### config.mk
export PLATFORM = sky130hd
export DESIGN_NAME = serial_frame_receiver
export DESIGN_NICKNAME = d
export VERILOG_FILES = /design/src/rtl/serial_link_pkg.sv /design/src/rtl/serial_frame_receiver.sv
export SDC_FILE = /design/constraint.sdc
export NUM_CORES = 1
export LEC_CHECK = 0
export CAP_MARGIN = 40
export CORE_MARGIN = 2
export CORE_UTILIZATION = 52
export DETAILED_ROUTE_END_ITERATION = 16
export PLACE_DENSITY = 0.87
export SLEW_MARGIN = 20
export SYNTH_ARGS = -nofsm -noshare
export SYNTH_HDL_FRONTEND = slang
export SYNTH_SLANG_ARGS = --single-unit
### constraint.sdc
create_clock -name clk -period 1.7 [get_ports clk]
set_input_delay 0.34 -clock clk [delete_from_list [all_inputs] [get_ports clk]]
set_output_delay 0.34 -clock clk [all_outputs]
set_load 0.02 [all_outputs]
### src/rtl/serial_link_pkg.sv
// Shared definitions for both ends of the serial link: FSM states and line levels.
package serial_link_pkg;

  typedef enum logic [2:0] {
    IDLE,
    DATA,
    PARITY,
    STOP,
    WAIT_HIGH
  } state_t;

  localparam logic START_BIT  = 1'b0;
  localparam logic STOP_BIT   = 1'b1;
  localparam logic IDLE_LEVEL = 1'b1;

endpackage

### src/rtl/serial_frame_receiver.sv
// Serial frame receiver: start bit, WIDTH data bits (LSB- or MSB-first),
// optional even parity, stop bit; word delivered through a one-entry
// valid/ready holding register.
module serial_frame_receiver
  import serial_link_pkg::*;
#(
  parameter int WIDTH     = 4,
  parameter int PARITY_EN = 1
) (
  input  logic             clk,
  input  logic             reset,
  input  logic             s_in,
  input  logic             msb_first,
  output logic [WIDTH-1:0] pout,
  output logic             out_valid,
  input  logic             out_ready,
  output logic             parity_err,
  output logic             frame_err,
  output logic             overrun,
  output logic             busy
);

  localparam int CW = (WIDTH > 2) ? $clog2(WIDTH) : 1;
  localparam logic [CW-1:0] LAST = CW'(WIDTH - 1);

  state_t           state;
  logic [CW-1:0]    cnt;
  logic [WIDTH-1:0] shift;
  logic             order_msb;
  logic             par_bad;

  // Frame FSM, deserialiser and holding-register handshake.
  always_ff @(posedge clk or posedge reset) begin
    if (reset) begin
      state      <= IDLE;
      cnt        <= '0;
      shift      <= '0;
      order_msb  <= 1'b0;
      par_bad    <= 1'b0;
      pout       <= '0;
      out_valid  <= 1'b0;
      parity_err <= 1'b0;
      frame_err  <= 1'b0;
      overrun    <= 1'b0;
      busy       <= 1'b0;
    end else begin
      frame_err <= 1'b0;
      overrun   <= 1'b0;

      // Consumption; a good stop below may refill in the same cycle.
      if (out_valid && out_ready) begin
        out_valid <= 1'b0;
      end

      case (state)
        IDLE: begin
          if (s_in == START_BIT) begin
            state     <= DATA;
            busy      <= 1'b1;
            order_msb <= msb_first;
            cnt       <= '0;
            par_bad   <= 1'b0;
          end
        end

        DATA: begin
          // Either order leaves the transmitted word in shift after WIDTH bits.
          if (order_msb) begin
            shift <= {shift[WIDTH-2:0], s_in};
          end else begin
            shift <= {s_in, shift[WIDTH-1:1]};
          end
          if (cnt == LAST) begin
            cnt   <= '0;
            state <= (PARITY_EN != 0) ? PARITY : STOP;
          end else begin
            cnt <= cnt + 1'b1;
          end
        end

        PARITY: begin
          par_bad <= s_in ^ (^shift);
          state   <= STOP;
        end

        STOP: begin
          if (s_in == STOP_BIT) begin
            state <= IDLE;
            busy  <= 1'b0;
            if (!out_valid || out_ready) begin
              pout       <= shift;
              parity_err <= par_bad;
              out_valid  <= 1'b1;
            end else begin
              overrun <= 1'b1;
            end
          end else begin
            frame_err <= 1'b1;
            state     <= WAIT_HIGH;
          end
        end

        WAIT_HIGH: begin
          if (s_in == IDLE_LEVEL) begin
            state <= IDLE;
            busy  <= 1'b0;
          end
        end

        default: begin
          state <= IDLE;
          busy  <= 1'b0;
        end
      endcase
    end
  end

endmodule

==> summary.txt <==
status = finished, final reports clean
Finished Cell Area = 1220 um^2
mapped cell area = 987 um^2
synthesized net count = 86
top cell type by total area after synthesis = dfrtp_1
flop-to-flop setup slack = 0.31 ns
Seq pwr share = 0.364
Seq/Total Area, Yosys = 0.507
fin crit share = 0.964
count leader, synth = dfrtp_1
Clk pin slew, worst setup/hold paths = 0.12 ns
via density per instance = 5.47
Total Wirelength = 1.90 mm
Fin Clk Skew = 0.00702 ns
WP depth = 1
CTS tree = done
clock sink count = 20
MaxCap Viol Count = 0
final count of pins violating max slew = 0
worst-skew pair later-pin latency = 0.30 ns
total track usage = 0.200
CP peak stage delay = 0.61 ns
crit path buf inv count = 1
CTS root buffer = clkbuf_4
Peak supply drop = 1.12 mV
synthesized flop and latch total = 20
starting density of the core = 0.560
Die ar. = 2260 um^2
CTS Buf Count = 3
Worst Setup SP = pout[0]$_DFFE_PP0P_
Int Power = 1.52 mW
Critical Path AT = 1.30 ns
CP required = 1.36 ns
Worst-Margin Slew = 0.421 ns
post-DP HPWL = 1.37 mm
post-cts repair resize count = 0
Die W = 47.6 um
initial antenna violation count = 0
Sequential Area = 500 um^2
cts hold-fix bufs = 0
combinational group share of total power = 0.474
PwrDens = 1960 nW/um^2
CP delay by family, top = buffers and inverters
crit path kind = reg -> out
RR Startpoint = state[0]$_DFFE_PP0P_
switching pwr = 0.873 mW
Synth top cells by count = dfrtp_1 (20), nor2_1 (9), a21oi_1 (5), mux2_4 (5)
final-stage net count = 106
Synth Flop Type = dfrtp_1
end of the critical path = pout[0]
CP cell instances = clkdlybuf4s50_1
clock network power share = 0.161
Area contributors post-synth = dfrtp_1 (51%), mux2_4 (7.6%), mux2i_1 (4.1%)
Placement Setup Slack = -0.0389 ns
vias in the first global route = 668
top cell type's share of synthesized area = 0.507
postcts setup bufs = 0
total leakage power = 0.572 nW
maximum clock path buffer count = 2
Max FO, Critical Path = 2
YS warnings = 0
fraction of layout cells with a size suffix above 1 = 0.212
RSZ-0062 raised after global routing = false
PortBufs = 13
Antenna Nets Post-Route = 0
routability cong. = 0.804
first-pass GRT wire length = 3.05 mm
largest net degree at the start of global routing = 21
worst r2r dst = shift[1]$_DFFE_PP0P_
H-tree depth = 1
post-route setup slack = 0.0612 ns
Multi-input gate area = 440 um^2
FMAX = 610 MHz
DRT iter0 DRCs = 12
final core utilization = 0.693
CORE AREA = 1760 um^2
Setup violations, final = 0
CP Launch Type = flop
worst r2r path cells = 4
# DRC = 0
CP max-delay cell = clkdlybuf4s50_1
Cell Area, Placed = 1170 um^2
Via Count = 678
Placed Cells = 120
Mapped Cells = 80
Post-synth EDFFs = 0
switching power share of the total = 0.365
count of cell types in the netlist = 31
Die H = 47.6 um
final hold violation count = 0
ant diodes = 0
endpoint class of the critical path = output port
Ports = 14
Final min period = 1.64 ns
fillcell total = 144
final cell count without fillers = 124
Area Growth Syn to Fin = 23.8%
syn_area_per_cell = 12.3 um^2
ys async rst share = 1.00
Rel. slew slack = 0.719
Hold Path Class = in -> async
GRT overflow = 0
wire per inst = 15.3 um
1st-pass router iterations = 4
Rows = 15
==> how the worst min path moves through the flow <==
stage                      startpoint                     end  slack, ns  cells past startpoint
6_report                        reset     pout[0]$_DFFE_PP0P_       0.36                      3
5_1_grt                         reset     pout[0]$_DFFE_PP0P_       0.39                      3
4_1_cts                         reset     pout[0]$_DFFE_PP0P_       0.37                      3
3_5_place_dp   parity_err$_DFFE_PP0P_  parity_err$_DFFE_PP0P_       0.50                      1
3_3_place_gp       cnt[1]$_DFFE_PP0P_      cnt[1]$_DFFE_PP0P_       0.49                      1
2_1_floorplan                   reset        busy$_DFFE_PP0P_       0.30                      1
==> layout make-up <==
type | count | area share
multi-input combinational | 51 | 0.360
timing repair buffer | 20 | 0.149
inverter | 4 | 0.0123
clock buffer | 3 | 0.0184
tap | 25 | 0.0256
clock inverter | 1 | 0.0246
sequential | 20 | 0.409
==> layer usage <==
metal  up-vias  track usage  part of all wire
met4         0       0.0811            0.0079
met2        24        0.343              0.51
met5         -            0                 0
met1       335        0.249              0.44
met3         2       0.0377             0.045
li1        317            -                 -
==> layout by cell type (no fill, tap or decap), drive strengths merged, types with 2 or more instances in the layout <==
cell and n:
a21oi 5, a22o 2, buf 7, clkbuf 3, clkdlybuf4s50 13, dfrtp 20, inv 4, mux2 6
mux2i 4, nand2b 3, nor2 9, nor2b 4, nor4 2, xnor2 2
==> metrics by stage <==
step	hold slack, ns	total power [mW]	TNS (ns)
6_report	0.357	2.39	0
5_1_grt	0.392	2.53	0
3_5_place_dp	0.497	2.00	-0.170
4_1_cts	0.373	2.39	0
2_1_floorplan	0.304	1.66	0
3_3_place_gp	0.488	1.94	-0.0448
==> power by group through the flow <==
| stage | clock network [mW] | logic, mW | registers, mW |
|---|---|---|---|
| finish | 0.386 | 1.14 | 0.872 |
| global route | 0.410 | 1.22 | 0.897 |
| CTS | 0.386 | 1.13 | 0.871 |
| detailed placement | 0 | 1.12 | 0.876 |
| global placement | 0 | 1.08 | 0.857 |
| floorplan | 0 | 0.754 | 0.910 |
==> kinds of logic (layout without fill, tap and decap cells) <==
logic type,Yosys count,in the layout,synth area share
simple gates,24,24,0.170
mux,10,10,0.128
fa+ha+maj,1,1,0.0127
xor+xnor,3,3,0.0406
buf+inv,9,28,0.0469
compound gates,13,13,0.0951
flops,20,20,0.507
==> state kept, by name (all words and copies together) (netlist names) <==
name        cells
par_bad         1
order_msb       1
cnt             2
frame_err       1
busy            1
state           3
shift           4
overrun         1
pout            4
out_valid       1
parity_err      1
Power figures use the tool's default switching activity.
